## src/rtl/alu_rx_sequencer_if.sv

```systemverilog
// Bus between the byte RX/TX front end, the ALU and the sequencer.
// Handshake: rx_done is a one-cycle strobe with no back-pressure. tx_start is a
// one-cycle request that is raised only while tx_busy=0, and tx_data is stable
// while tx_start=1. ALU outputs alu_c/alu_zero are combinational from alu_a/alu_b/alu_sel.
interface alu_rx_sequencer_if #(
  parameter int bits = 8
);
  logic [7:0]      rx_data;
  logic            rx_done;
  logic            tx_busy;
  logic [bits-1:0] alu_c;
  logic            alu_zero;
  logic [bits-1:0] alu_a;
  logic [bits-1:0] alu_b;
  logic [3:0]      alu_sel;
  logic [7:0]      tx_data;
  logic            tx_start;
  logic            busy;
  logic            overrun;
  logic            timeout;
  logic [2:0]      dbg_state;

  modport slave (
    input  rx_data, rx_done, tx_busy, alu_c, alu_zero,
    output alu_a, alu_b, alu_sel, tx_data, tx_start, busy, overrun, timeout, dbg_state
  );

  modport master (
    output rx_data, rx_done, tx_busy, alu_c, alu_zero,
    input  alu_a, alu_b, alu_sel, tx_data, tx_start, busy, overrun, timeout, dbg_state
  );
endinterface

```

## src/rtl/alu_rx_sequencer.sv

```systemverilog
// Collects A, B and opcode bytes, runs them through the external ALU and
// returns the result byte followed by a flags byte {7'b0, zero}.
module alu_rx_sequencer #(
  parameter int bits    = 8,
  parameter int TIMEOUT = 1000000
) (
  input  logic               clk,
  input  logic               rst_n,
  alu_rx_sequencer_if.slave  bus
);
  localparam int TW = $clog2(TIMEOUT) + 1;
  localparam logic [TW-1:0] TLAST = TW'(TIMEOUT - 1);

  localparam logic [2:0] S_WAIT_A   = 3'd0;
  localparam logic [2:0] S_WAIT_B   = 3'd1;
  localparam logic [2:0] S_WAIT_OP  = 3'd2;
  localparam logic [2:0] S_EXEC     = 3'd3;
  localparam logic [2:0] S_SEND_RES = 3'd4;
  localparam logic [2:0] S_WAIT_RES = 3'd5;
  localparam logic [2:0] S_SEND_FLG = 3'd6;
  localparam logic [2:0] S_WAIT_FLG = 3'd7;

  logic [2:0]      state_q, state_d;
  logic [TW-1:0]   timer_q, timer_d;
  logic [bits-1:0] a_q, a_d, b_q, b_d;
  logic [3:0]      sel_q, sel_d;
  logic [bits-1:0] result_q, result_d;
  logic            zflag_q, zflag_d;
  logic [7:0]      txd_q, txd_d;
  logic            txs_q, txs_d;
  logic [1:0]      wcnt_q, wcnt_d;
  logic            seen_q, seen_d;
  logic            in_frame, expire;

  assign in_frame = (state_q == S_WAIT_B) || (state_q == S_WAIT_OP);
  // A byte arriving on the expiry cycle rescues the frame.
  assign expire   = in_frame && (timer_q == TLAST) && !bus.rx_done;

  always_comb begin
    state_d  = state_q;
    timer_d  = timer_q;
    a_d      = a_q;
    b_d      = b_q;
    sel_d    = sel_q;
    result_d = result_q;
    zflag_d  = zflag_q;
    txd_d    = txd_q;
    txs_d    = 1'b0;
    wcnt_d   = wcnt_q;
    seen_d   = seen_q;
    case (state_q)
      S_WAIT_A: begin
        timer_d = '0;
        if (bus.rx_done) begin
          a_d     = bus.rx_data;
          state_d = S_WAIT_B;
        end
      end
      S_WAIT_B, S_WAIT_OP: begin
        if (bus.rx_done) begin
          timer_d = '0;
          if (state_q == S_WAIT_B) begin
            b_d     = bus.rx_data;
            state_d = S_WAIT_OP;
          end else begin
            sel_d   = bus.rx_data[3:0];
            state_d = S_EXEC;
          end
        end else if (expire) begin
          timer_d = '0;
          state_d = S_WAIT_A;
        end else begin
          timer_d = timer_q + TW'(1);
        end
      end
      S_EXEC: begin
        result_d = bus.alu_c;
        zflag_d  = bus.alu_zero;
        state_d  = S_SEND_RES;
      end
      S_SEND_RES, S_SEND_FLG: begin
        if (!bus.tx_busy) begin
          txs_d   = 1'b1;
          txd_d   = (state_q == S_SEND_RES) ? result_q[7:0] : {7'b0, zflag_q};
          wcnt_d  = 2'd0;
          seen_d  = 1'b0;
          state_d = (state_q == S_SEND_RES) ? S_WAIT_RES : S_WAIT_FLG;
        end
      end
      default: begin
        // WAIT_RES / WAIT_FLG: busy must rise then fall, or never rise within 2 cycles.
        if (bus.tx_busy) begin
          seen_d = 1'b1;
        end else if (seen_q || (wcnt_q == 2'd2)) begin
          state_d = (state_q == S_WAIT_RES) ? S_SEND_FLG : S_WAIT_A;
        end else begin
          wcnt_d = wcnt_q + 2'd1;
        end
      end
    endcase
  end

  always_ff @(posedge clk) begin
    if (!rst_n) begin
      state_q  <= S_WAIT_A;
      timer_q  <= '0;
      a_q      <= '0;
      b_q      <= '0;
      sel_q    <= '0;
      result_q <= '0;
      zflag_q  <= 1'b0;
      txd_q    <= '0;
      txs_q    <= 1'b0;
      wcnt_q   <= '0;
      seen_q   <= 1'b0;
    end else begin
      state_q  <= state_d;
      timer_q  <= timer_d;
      a_q      <= a_d;
      b_q      <= b_d;
      sel_q    <= sel_d;
      result_q <= result_d;
      zflag_q  <= zflag_d;
      txd_q    <= txd_d;
      txs_q    <= txs_d;
      wcnt_q   <= wcnt_d;
      seen_q   <= seen_d;
    end
  end

  assign bus.alu_a     = a_q;
  assign bus.alu_b     = b_q;
  assign bus.alu_sel   = sel_q;
  assign bus.tx_data   = txd_q;
  assign bus.tx_start  = txs_q;
  assign bus.busy      = (state_q != S_WAIT_A);
  assign bus.overrun   = bus.rx_done && (state_q != S_WAIT_A) && !in_frame;
  assign bus.timeout   = expire;
  assign bus.dbg_state = state_q;
endmodule
```

## src/flat_wrapper.sv

```systemverilog
// flat-port wrapper written by rule: the top's interface ports become plain ports
module alu_rx_sequencer_flat 
#(
  parameter int bits    = 8,
  parameter int TIMEOUT = 1000000
)
  (clk, rst_n, bus_rx_data, bus_rx_done, bus_tx_busy, bus_alu_c, bus_alu_zero, bus_alu_a, bus_alu_b, bus_alu_sel, bus_tx_data, bus_tx_start, bus_busy, bus_overrun, bus_timeout, bus_dbg_state);
  alu_rx_sequencer_if #(.bits(bits)) bus_i ();
  input  logic clk;
  input  logic rst_n;
  input wire logic [$bits(bus_i.rx_data)-1:0] bus_rx_data;
  input wire logic [$bits(bus_i.rx_done)-1:0] bus_rx_done;
  input wire logic [$bits(bus_i.tx_busy)-1:0] bus_tx_busy;
  input wire logic [$bits(bus_i.alu_c)-1:0] bus_alu_c;
  input wire logic [$bits(bus_i.alu_zero)-1:0] bus_alu_zero;
  output wire logic [$bits(bus_i.alu_a)-1:0] bus_alu_a;
  output wire logic [$bits(bus_i.alu_b)-1:0] bus_alu_b;
  output wire logic [$bits(bus_i.alu_sel)-1:0] bus_alu_sel;
  output wire logic [$bits(bus_i.tx_data)-1:0] bus_tx_data;
  output wire logic [$bits(bus_i.tx_start)-1:0] bus_tx_start;
  output wire logic [$bits(bus_i.busy)-1:0] bus_busy;
  output wire logic [$bits(bus_i.overrun)-1:0] bus_overrun;
  output wire logic [$bits(bus_i.timeout)-1:0] bus_timeout;
  output wire logic [$bits(bus_i.dbg_state)-1:0] bus_dbg_state;
  assign bus_i.rx_data = bus_rx_data;
  assign bus_i.rx_done = bus_rx_done;
  assign bus_i.tx_busy = bus_tx_busy;
  assign bus_i.alu_c = bus_alu_c;
  assign bus_i.alu_zero = bus_alu_zero;
  assign bus_alu_a = bus_i.alu_a;
  assign bus_alu_b = bus_i.alu_b;
  assign bus_alu_sel = bus_i.alu_sel;
  assign bus_tx_data = bus_i.tx_data;
  assign bus_tx_start = bus_i.tx_start;
  assign bus_busy = bus_i.busy;
  assign bus_overrun = bus_i.overrun;
  assign bus_timeout = bus_i.timeout;
  assign bus_dbg_state = bus_i.dbg_state;
  alu_rx_sequencer #(.bits(bits), .TIMEOUT(TIMEOUT)) u_core (.clk(clk), .rst_n(rst_n), .bus(bus_i));
endmodule
```

## config.mk

```make
export PLATFORM = sky130hd
export DESIGN_NAME = alu_rx_sequencer_flat
export DESIGN_NICKNAME = d
export VERILOG_FILES = /design/src/rtl/alu_rx_sequencer_if.sv /design/src/rtl/alu_rx_sequencer.sv /design/src/flat_wrapper.sv
export SDC_FILE = /design/constraint.sdc
export NUM_CORES = 1
export LEC_CHECK = 0
export ABC_AREA = 1
export ABC_CLOCK_PERIOD_IN_PS = 1600
export CORE_MARGIN = 2
export CORE_UTILIZATION = 51
export DETAILED_ROUTE_END_ITERATION = 12
export PLACE_DENSITY = 0.78
export SLEW_MARGIN = 10
export SYNTH_ARGS = -nofsm -noshare
export SYNTH_HDL_FRONTEND = slang
export SYNTH_SLANG_ARGS = --single-unit
```

## constraint.sdc

```tcl
create_clock -name clk -period 1.6 [get_ports clk]
set_input_delay 0.32 -clock clk [delete_from_list [all_inputs] [get_ports clk]]
set_output_delay 0.32 -clock clk [all_outputs]
set_load 0.01 [all_outputs]
```

==> key figures <==
Critical path
  • Worst flop-to-flop path startpoint: u_core.bus.dbg_state[2]
  • Critical path launch point type: flop
  • Crit. End Element: output pin
  • Classification of the worst setup path: flop to output pin
  • Chain of cells forming the critical path: ha_4 > nand3_2 > inv_2 > nand4_1 > nor3_1 > buf_2
  • Worst Path Max Fanout: 2
  • FF-to-FF End: u_core.bus.dbg_state[2]
  • Worst path arrival time: 1.41 ns
  • Worst-case reg-to-reg path depth: 7
  • CP peak stage delay: 0.37 ns
  • Setup slack, reg-to-reg: -0.07 ns
  • Worst path slowest cell: sky130_fd_sc_hd__dfxtp_4
  • Data required, critical path: ~1.3 ns

Timing
  • Setup violations, final: 9
  • Count of pins over their slew limit: 0
  • Final TNS setup: -0.357 ns
  • Final setup margin: -0.127 ns
  • Worst setup skew after layout: 0.0125 ns
  • Post-route minimum period: 1.73 ns
  • Number of hold violations in the final report: 0
  • Share of the cycle needed by the critical path after routing: 108%
  • Worst-case headroom to the max-slew limit: approximately two fifths
  • Fmax achieved: 0.579 GHz
  • Setup repair after global routing missed its margin: yes
  • Slew at the pin closest to its max-slew limit: between 0.8 and 0.9 ns

Global routing
  • Total global routing overflow: 0
  • Wire length of the first global-routing pass: 12400 microns
  • Largest net degree at the start of global routing: 21
  • Antenna violations before repair: 0
  • Overall routing resource usage: 25.1%
  • Number of global-route vias before repair: 2984

Run status
  • Failing checks: negative setup slack
  • Status: finished, violations left

Synthesis
  • Number of flops mapped to enable cells by yosys: 0
  • List of most frequent post-synthesis cells: sky130_fd_sc_hd__nor2_1, sky130_fd_sc_hd__dfxtp_1, sky130_fd_sc_hd__nand2_1
  • Most common cell in the synthesized netlist: sky130_fd_sc_hd__nor2_1
  • Share of synthesized registers carrying an async set or reset: 0%
  • Synthesis-stage register bit count: 65
  • Number of distinct library cells after synthesis: 32
  • Synth Flop Type: sky130_fd_sc_hd__dfxtp_1
  • Top post-synthesis cells by area: sky130_fd_sc_hd__dfxtp_1, sky130_fd_sc_hd__nor2_1, sky130_fd_sc_hd__nand2_1
  • Syn Nets: 419
  • Share of synthesized area occupied by flip-flops and latches: 45.6%
  • Netlist Area Pre-Place: 2860 sq um
  • YS warnings: 0
  • Portion of synthesized cell area occupied by the leading cell type: 45.6%
  • Gate Count Post-Synth: 396
  • Biggest area consumer among synthesized cells: sky130_fd_sc_hd__dfxtp_1
  • Syn Area/Cell: 7.21 sq um

Floorplan
  • Die ar.: 6210 sq um
  • Site Rows: 27
  • Core Region: ~5500 sq um
  • Top Ports: 56
  • Starting density of the core: 52.2%
  • Die W: roughly 79 microns
  • Vert. Die Dim: 78.8 microns

Power and ir drop
  • P per Cell Area: 1250 nW/um^2
  • Pleak: 1.83 nW
  • Switching Share: 34.1%
  • Net switching power: 0.00185 W
  • Worst-case vdd ir drop: 0.000995 V
  • Share of total power in sequential cells: 36.0%
  • Clock network fraction of total power: 29.3%
  • Combinational power share: about a third
  • Internal Power: 0.00358 W

Route
  • Post-detailed-routing wire length: approximately 8000 microns
  • Total DRC errors in the routed layout: 0
  • Pre-Repair DR Iteration Count: 5
  • Starting DRC count in detailed routing: ~160
  • Final antenna-violating net count: 0
  • Avg WL per Cell: 13.6 microns
  • Total number of vias: 3071
  • Via/cell ratio: 5.19

Worst hold path
  • End point of the worst hold path: u_core.timer_q[8]
  • Source of the worst hold timing path: bus_rx_done
  • Hold path depth: 5
  • Type of the tightest min-delay check: input pin to flop

Layout
  • Count of inserted antenna diode cells: 0
  • Total Nets Final: 538
  • Non-filler instance count after layout: 592
  • Share of final-layout standard cells stronger than drive strength 1: a little over a quarter
  • Area added between synthesis and finish: 52.5%
  • Number of filler cells placed in the layout: 374
  • Sequential cell area in the final layout: 1310 sq um
  • Area of the multi-input gates: 1580 sq um

Clocking
  • CTS tree: yes
  • Worst-skew pair later-pin latency: roughly 0.35 ns
  • H-tree depth reported by CTS: 3
  • Clock slew at reported path FFs: 0.07 ns
  • Max clock buf depth: 2
  • Cts bufs inserted: 9
  • # clock sinks: between 60 and 70
  • CTS Root Buffer Type: sky130_fd_sc_hd__clkbuf_8

Placement
  • Post-detailed-placement half-perimeter wirelength: around 5000 microns
  • IO buf count: 55
  • Post-placement cell count: about 570
  • Routability-driven placement congestion ratio: 0.944

Job
  • Number of violations of the max-capacitance limit: 0
==> cell families after synthesis <==
family                   share of synthesized area [%]
AO/OA/AOI/OAI                                     10.6
adder cells (fa/ha/maj)                          0.876
buffers and inverters                             6.13
AND/OR/NAND/NOR                                   32.5
multiplexers                                     0.351
flip-flops                                        45.6
XOR/XNOR                                          3.99
==> critical path, delay by kind of cell (launching register included) <==
family / cells / cell delay [ns]
simple gates: 3 / 0.32
fa+ha+maj: 1 / 0.14
buf+inv: 2 / 0.23
flops: 1 / 0.37
==> metal layers <==
| metal | global-route usage (%) | vias up | wire [microns] |
|---|---|---|---|
| li1 | - | 1516 | - |
| met1 | 28.0 | 1409 | 3170 |
| met2 | 44.4 | 128 | 4090 |
| met3 | 6.14 | 18 | 561 |
| met4 | 12.8 | 0 | 211 |
| met5 | 0 | - | 0 |
==> stage by stage <==
stage          setup WS [ns]  utilization (%)  cell area [sq um]  total power, W  hold slack [ns]
2_1_floorplan          0.143                -               2860         0.00274            0.448
3_3_place_gp          -0.514             69.9               3820         0.00348            0.457
3_5_place_dp          -0.521             69.9               3820         0.00352            0.462
4_1_cts               -0.154             74.8               4090         0.00511            0.475
5_1_grt               -0.193             79.5               4350         0.00568            0.424
6_report              -0.127             79.5               4350         0.00544            0.428
==> cells in the final DEF, fill, tap and decap left out, types with 3 or more instances in the layout <==
master	Yosys	layout
sky130_fd_sc_hd__inv_2	8	8
sky130_fd_sc_hd__nand3_2	1	4
sky130_fd_sc_hd__buf_4	1	54
sky130_fd_sc_hd__nand2_4	2	3
sky130_fd_sc_hd__nand2_1	59	54
sky130_fd_sc_hd__xor2_1	9	9
sky130_fd_sc_hd__o21ai_0	36	35
sky130_fd_sc_hd__nand2_8	0	4
sky130_fd_sc_hd__nand3_1	19	16
sky130_fd_sc_hd__a21oi_2	0	4
sky130_fd_sc_hd__a21oi_1	19	15
sky130_fd_sc_hd__nor2_2	3	16
sky130_fd_sc_hd__clkdlybuf4s50_1	0	43
sky130_fd_sc_hd__clkbuf_8	0	10
sky130_fd_sc_hd__dlymetal6s2s_1	0	6
sky130_fd_sc_hd__nor2_1	107	93
sky130_fd_sc_hd__inv_1	23	22
sky130_fd_sc_hd__xnor2_1	4	4
sky130_fd_sc_hd__buf_2	1	3
sky130_fd_sc_hd__dlygate4sd2_1	0	3
sky130_fd_sc_hd__dfxtp_2	0	3
sky130_fd_sc_hd__nand4_1	5	5
sky130_fd_sc_hd__nand2_2	5	8
sky130_fd_sc_hd__dfxtp_1	65	60
sky130_fd_sc_hd__nor3_1	6	4
sky130_fd_sc_hd__buf_6	2	4
==> area by class of cell <==
type                    count  share of cell area (%)
clock buffers              10                    3.16
multi-input cells         293                    36.3
repair buffers            114                    23.4
inverters                  32                    2.85
well taps                  72                    2.07
flip-flops and latches     65                    30.2
clock inverters             6                    2.07
==> worst max-delay path by stage <==
stage | from | slack, ns | endpoint | depth (start not counted)
2_1_floorplan | u_core.bus.dbg_state[0] | 0.14 | u_core.timer_q[9] | 11
3_3_place_gp | bus_rx_done | -0.51 | bus_timeout | 5
3_5_place_dp | bus_rx_done | -0.52 | bus_timeout | 5
4_1_cts | u_core.timer_q[1] | -0.15 | bus_timeout | 6
5_1_grt | u_core.timer_q[0] | -0.19 | bus_timeout | 6
6_report | u_core.timer_q[0] | -0.13 | bus_timeout | 6
==> power by group through the flow <==
stage / logic [W] / registers [W] / clock network [W]
after floorplan: 0.000713 / 0.00202 / 0
after global placement: 0.00152 / 0.00196 / 0
after detailed placement: 0.00156 / 0.00196 / 0
after CTS: 0.00157 / 0.00194 / 0.00160
after global routing: 0.00203 / 0.00198 / 0.00167
final: 0.00189 / 0.00196 / 0.00159
==> what timing repair did <==
item                       in CTS  in global routing
pin swaps                       2                 11
gates cloned                    0                  3
resized for setup              28                 47
setup buffers                   2                  6
hold buffers                    0                  0
setup endpoints to repair       7                 39
==> flip-flops by register name, indices dropped and copies added (netlist names) <==
signal,cells
u_core.bus.tx_start,1
u_core.bus.alu_sel,4
u_core.bus.alu_b,8
u_core.bus.alu_a,8
u_core.bus.tx_data,8
u_core.result_q,8
u_core.timer_q,21
u_core.bus.dbg_state,3
u_core.wcnt_q,2
u_core.seen_q,1
u_core.zflag_q,1
Power figures use the tool's default switching activity.
==> RTL change 1, RTL diff (same settings) <==
Put a register stage on the output `bus.overrun`, without a reset. The value now appears one clock later.
--- a/src/rtl/alu_rx_sequencer.sv
+++ b/src/rtl/alu_rx_sequencer.sv
@@ -134,7 +134,9 @@
   assign bus.tx_data   = txd_q;
   assign bus.tx_start  = txs_q;
   assign bus.busy      = (state_q != S_WAIT_A);
-  assign bus.overrun   = bus.rx_done && (state_q != S_WAIT_A) && !in_frame;
+  always_ff @(posedge clk) begin
+    bus.overrun <= bus.rx_done && (state_q != S_WAIT_A) && !in_frame;
+  end
   assign bus.timeout   = expire;
   assign bus.dbg_state = state_q;
 endmodule
Formal check against the unedited RTL: not equivalent (Yosys sat finds a counterexample within 4 cycles, from zero or initial values and one cycle with rst_n low).
==> RTL change 1 against the unedited design <==
The flow still finishes with violations (negative setup slack); hold slack improved by 0.042 ns; cell count grew 1.0%; total power is 13% lower; sequential cell count is 1 higher; wire length grew 6.0%; setup slack worse by 0.15 ns; synthesized cell count is 1.3% higher; global-route usage grew 0.21 points; non-clock buffer count is 1 higher; area after synthesis grew 2.3%; final area up 0.63%; count of clock-buffer cells in the layout fell by 1; clock skew decreased by 0.0062 ns; die area is 2.2% higher; largest cell class unchanged.
==> RTL change 1: results (changes against the unedited design) <==
- Outcome: finished with violations
- Failing checks: negative setup slack
- Layout area overhead: 50.0%
- Static leakage: 1.88 nW (+2.6%)
- Vias in the first global route: 2965 (-0.64%)
- DP HPWL: 5420 um (+6.1%)
- Hold Crit Class: register to register
- Vias: 3157 (+2.8%)
- Top cells by count, synth: nor2_1 (109), dfxtp_1 (66), nand2_1 (61)
- DR pass1 iterations: 5 (unchanged)
- CP arrival: 1.56 ns (+0.15 ns)
- Mapped Nets: 424 (+1.2%)
- Final WS setup: -0.277 ns (-0.150 ns)
- WL/cell: 14.2 um (+4.9%)
- VDD IR-drop max: 0.807 mV (-19%)
- Setup tns final: -1.34 ns (-0.984 ns)
- Post-synthesis sequential area ratio: 45.2% (-0.33 points)
- Dpl ws: -0.561 ns (-0.0405 ns)
- DR iter-0 viols: 212 (+35%)
- First-pass GRT wire length: 12700 um (+2.5%)
- Routability Congestion: 0.917 (-2.9%)
- Top post-synthesis cells by area: dfxtp_1 (45%), nor2_1 (14%), nand2_1 (7.8%), o21ai_0 (6.2%), nand3_1 (3.8%)
- Distinct cell type count after synthesis: 35 (+9.4%)
- Tot GR Track Use: 25.3% (+0.21 points)
- Skew final: 0.00630 ns (-0.00620 ns)
- Setup violators final: 24 (+15)
- Placed cell area: 0.00393 mm2 (+2.7%)
RTL change 1: cell types whose count changed in the layout (fill, tap and decap cells not counted), sizes merged, moves of 2 or more:
cell	change
clkdlybuf4s50	+3
clkinv	+4
dlymetal6s2s	-2
nand3	+3
nand4	+2
nor2	+2
nor3	-4
xnor2	-3
RTL change 1: final cells by class:
type | instances | area share, %
Sequential cell | 66 | 30.4
Timing Repair Buffer | 115 | 23.4
Multi-Input combinational cell | 296 | 36.7
Clock buffer | 9 | 2.83
Clock inverter | 7 | 1.60
Inverter | 33 | 3.06
Tap cell | 72 | 2.06
RTL change 1: cell families (layout without fill, tap and decap cells):
kind of cell             after synthesis  in the layout  synth area share, %
AO/OA/AOI/OAI                         60             60                 10.8
AND/OR/NAND/NOR                      220            223                 33.4
flip-flops                            66             66                 45.2
XOR/XNOR                              10             10                 3.00
adder cells (fa/ha/maj)                2              2                0.857
buffers and inverters                 42            164                 6.30
multiplexers                           1              1                0.343
RTL change 1: what timing repair did:
action,in CTS,in global routing
buffers inserted,0,3
hold buffers,0,0
pin swaps,0,12
gates resized for setup,20,46
cloned,0,3
endpoints found under the setup margin,6,29
RTL change 1: power groups by stage:
stage               sequential [mW]  clock, mW  combinational [mW]
CTS                            1.90       1.39                1.24
detailed placement             1.93          0                1.25
floorplan                      1.97          0               0.554
finish                         1.91       1.38                1.44
global route                   1.93       1.49                1.57
global placement               1.92          0                1.23
RTL change 1: stage by stage:
stage / std cells / hold slack (ns)
floorplan: 401 / 0.447
global placement: 576 / 0.454
detailed placement: 576 / 0.461
CTS: 592 / 0.471
global route: 598 / 0.501
finish: 598 / 0.470
RTL change 1: metal layers:
metal / part of all wire, % / vias up / GRT usage [%] / routed length (um)
met5: 0 / - / 0 / 0
met4: 3.2 / 0 / 12.1 / 269
met3: 6.1 / 30 / 5.77 / 520
met2: 51 / 110 / 44.5 / 4310
met1: 40 / 1483 / 28.9 / 3400
li1: - / 1534 / - / -
RTL change 1: worst max-delay path, stage by stage (launching register included):
cell and delay [ns]:
dfxtp_2 0.36, ha_4 0.15, nand2_4 0.05, nor2_4 0.13
nand4_1 0.14, nor3_2 0.22, buf_2 0.16
RTL change 1: path summary, 6_finish.rpt:
path | startpoint | end | slack (ns) | cells after the start
worst max-delay path | u_core.timer_q[1] | bus_timeout | -0.28 | 6
worst min-delay path | u_core.bus.tx_data[1] | u_core.bus.tx_data[1] | 0.47 | 2
worst max register to register | u_core.timer_q[1] | u_core.timer_q[10] | -0.12 | 11
worst min register to register | u_core.bus.tx_data[1] | u_core.bus.tx_data[1] | 0.47 | 2
==> RTL change 2, RTL diff (config.mk and constraints unchanged) <==
Made on the original files. Change the localparam `S_WAIT_FLG` from 3'd7 to 3'd4.
--- a/src/rtl/alu_rx_sequencer.sv
+++ b/src/rtl/alu_rx_sequencer.sv
@@ -18,7 +18,7 @@
   localparam logic [2:0] S_SEND_RES = 3'd4;
   localparam logic [2:0] S_WAIT_RES = 3'd5;
   localparam logic [2:0] S_SEND_FLG = 3'd6;
-  localparam logic [2:0] S_WAIT_FLG = 3'd7;
+  localparam logic [2:0] S_WAIT_FLG = 3'd4;
 
   logic [2:0]      state_q, state_d;
   logic [TW-1:0]   timer_q, timer_d;
Formal check against the unedited RTL: not equivalent (Yosys sat finds a counterexample within 10 cycles, from zero or initial values and one cycle with rst_n low).
==> RTL change 2 against the unedited design <==
The flow still finishes with violations (negative setup slack); sequential cell count stayed put; setup slack got worse by 0.17 ns; critical path depth grew 2; area after synthesis rose by 4.0%; total power down 3.3%; clock power shrank 23%; global-route usage up 3.6 points; hold slack better by 0.023 ns; wire length rose by 9.2%; highest routed layer unchanged; final area unchanged; largest cell class unchanged.
==> RTL change 2: results (changes against the unedited design) <==
- Crit path largest cell delay: 0.35 ns (-0.02 ns)
- Fraction of the mapped netlist area in compound gates: 12.6% (+2.0 points)
- Dpl ws: -0.542 ns (-0.0211 ns)
- Reg power frac: 37.7% (+1.7 points)
- Hold Worst Slack: 0.450 ns (+0.0226 ns)
- VDD IR-drop max: 0.977 mV (-1.8%)
- Post-synthesis xor/xnor area fraction: 1.77% (-2.2 points)
- First-pass GRT wire length: 14300 um (+16%)
- Top post-synthesis cells by area: dfxtp_1 (44%), nand2_1 (8.2%), nor2_1 (6.7%), a21oi_1 (6.1%), inv_1 (5.6%)
- Placed cell area: 0.00396 mm2 (+3.4%)
- Max reg flops: 21 (unchanged)
- R2R setup slack: -0.15 ns (-0.08 ns)
- Hold Startpoint: u_core.bus.alu_b[1]
- Cts repair resizes: 39 (+39%)
- Worst r2r path cells: 13 (+6)
- Inst Count DP: 576 (+1.9%)
- Setup violators final: 23 (+14)
- Clock Latency Late Sink: 0.35 ns (about the same)
- Setup tns final: -3.02 ns (-2.67 ns)
- Mux cell area share after synthesis: 0.337% (-0.013 points)
- CP max-delay cell: dfxtp_2
- Outcome: finished with violations
- Skew final: 0.00694 ns (-0.00557 ns)
- Cells after synthesis: 409 (+3.3%)
- Final slew viol count: 0 (unchanged)
- Largest area contributor in the netlist: dfxtp_1
- Worst slew margin relative to its limit: 36.1% (-5.4 points)
- NetSw: 1.92 mW (+3.5%)
- Sw Share: 36.5% (+2.4 points)
- Post-synthesis sequential area ratio: 43.8% (-1.7 points)
- H-tree depth: 3 (unchanged)
- Routability Congestion: 1.00 (+6.0%)
- Vias: 3239 (+5.5%)
- Clk Tree Root Cell: clkbuf_8
- Tot GR Track Use: 28.8% (+3.6 points)
- Hold Crit Class: register to register
- Failing checks: negative setup slack
- WL/cell: 14.6 um (+7.4%)
- Hold Path Stages: 2 (-3)
- RR Endpoint: u_core.timer_q[6]
- Via density: 5.38 (+3.7%)
- DP HPWL: 5700 um (+12%)
- Setup bufs post-CTS: 5 (+3)
- Worst R2R Start: u_core.timer_q[0]
- Hold EP: u_core.bus.alu_b[1]
- Initial antenna violation count: 0 (unchanged)
- Distinct cell type count after synthesis: 33 (+3.1%)
- Top cells by count, synth: dfxtp_1 (65), nand2_1 (65), nor2_1 (53)
- DR iter-0 viols: 227 (+45%)
- Static leakage: 1.72 nW (-6.0%)
- Mapped Nets: 432 (+3.1%)
- Final nets: 549 (+2.0%)
- Final WS setup: -0.301 ns (-0.173 ns)
-- RTL change 2: cell count changes after synthesis, sizes merged, moves of 2 or more --
cell / change
xnor2: -3
o211ai: -2
clkbuf: +3
nor2: -42
nor3: -2
inv: +18
o21ai: -6
xor2: -4
buf: +2
nand4: +16
a21oi: +18
nand3: +8
nand2: +5
-- RTL change 2: per-layer routing --
layer / up-vias / share of wire, % / global-route usage (%)
met4: 0 / 3.2 / 13.4
li1: 1582 / - / -
met3: 36 / 5.3 / 7.19
met2: 117 / 50 / 49.7
met1: 1504 / 41 / 33.2
met5: - / 0 / 0
-- RTL change 2: kinds of logic after synthesis --
family / Yosys count
XOR/XNOR: 6
buffers and inverters: 63
flip-flops: 65
multiplexers: 1
adder cells (fa/ha/maj): 2
AO/OA/AOI/OAI: 72
AND/OR/NAND/NOR: 200
-- RTL change 2: area by class of cell --
cell class	instances	area, um2
Clock buffer	12	145
Clock inverter	3	17.5
Fill cell	391	1220
Inverter	49	186
Multi-Input combinational cell	284	1570
Sequential cell	65	1310
Tap cell	72	90.1
Timing Repair Buffer	117	1030
-- RTL change 2: how the worst max path moves through the flow --
stage                           start     endpoint  slack [ns]  depth (start not counted)
CTS                 u_core.timer_q[0]  bus_timeout       -0.29                          8
global placement          bus_rx_done  bus_timeout       -0.54                          3
detailed placement        bus_rx_done  bus_timeout       -0.54                          3
floorplan           u_core.timer_q[0]  bus_timeout        0.01                          7
finish              u_core.timer_q[0]  bus_timeout       -0.30                          8
global route        u_core.timer_q[0]  bus_timeout       -0.37                          8
-- RTL change 2: worst max-delay path, delay by kind of cell, from the launching register on --
family                     cells  cell delay, ns
DFF                            1            0.35
and+or+nand+nor                5            0.53
buffers and inverters          2            0.22
adders and majority gates      1            0.14
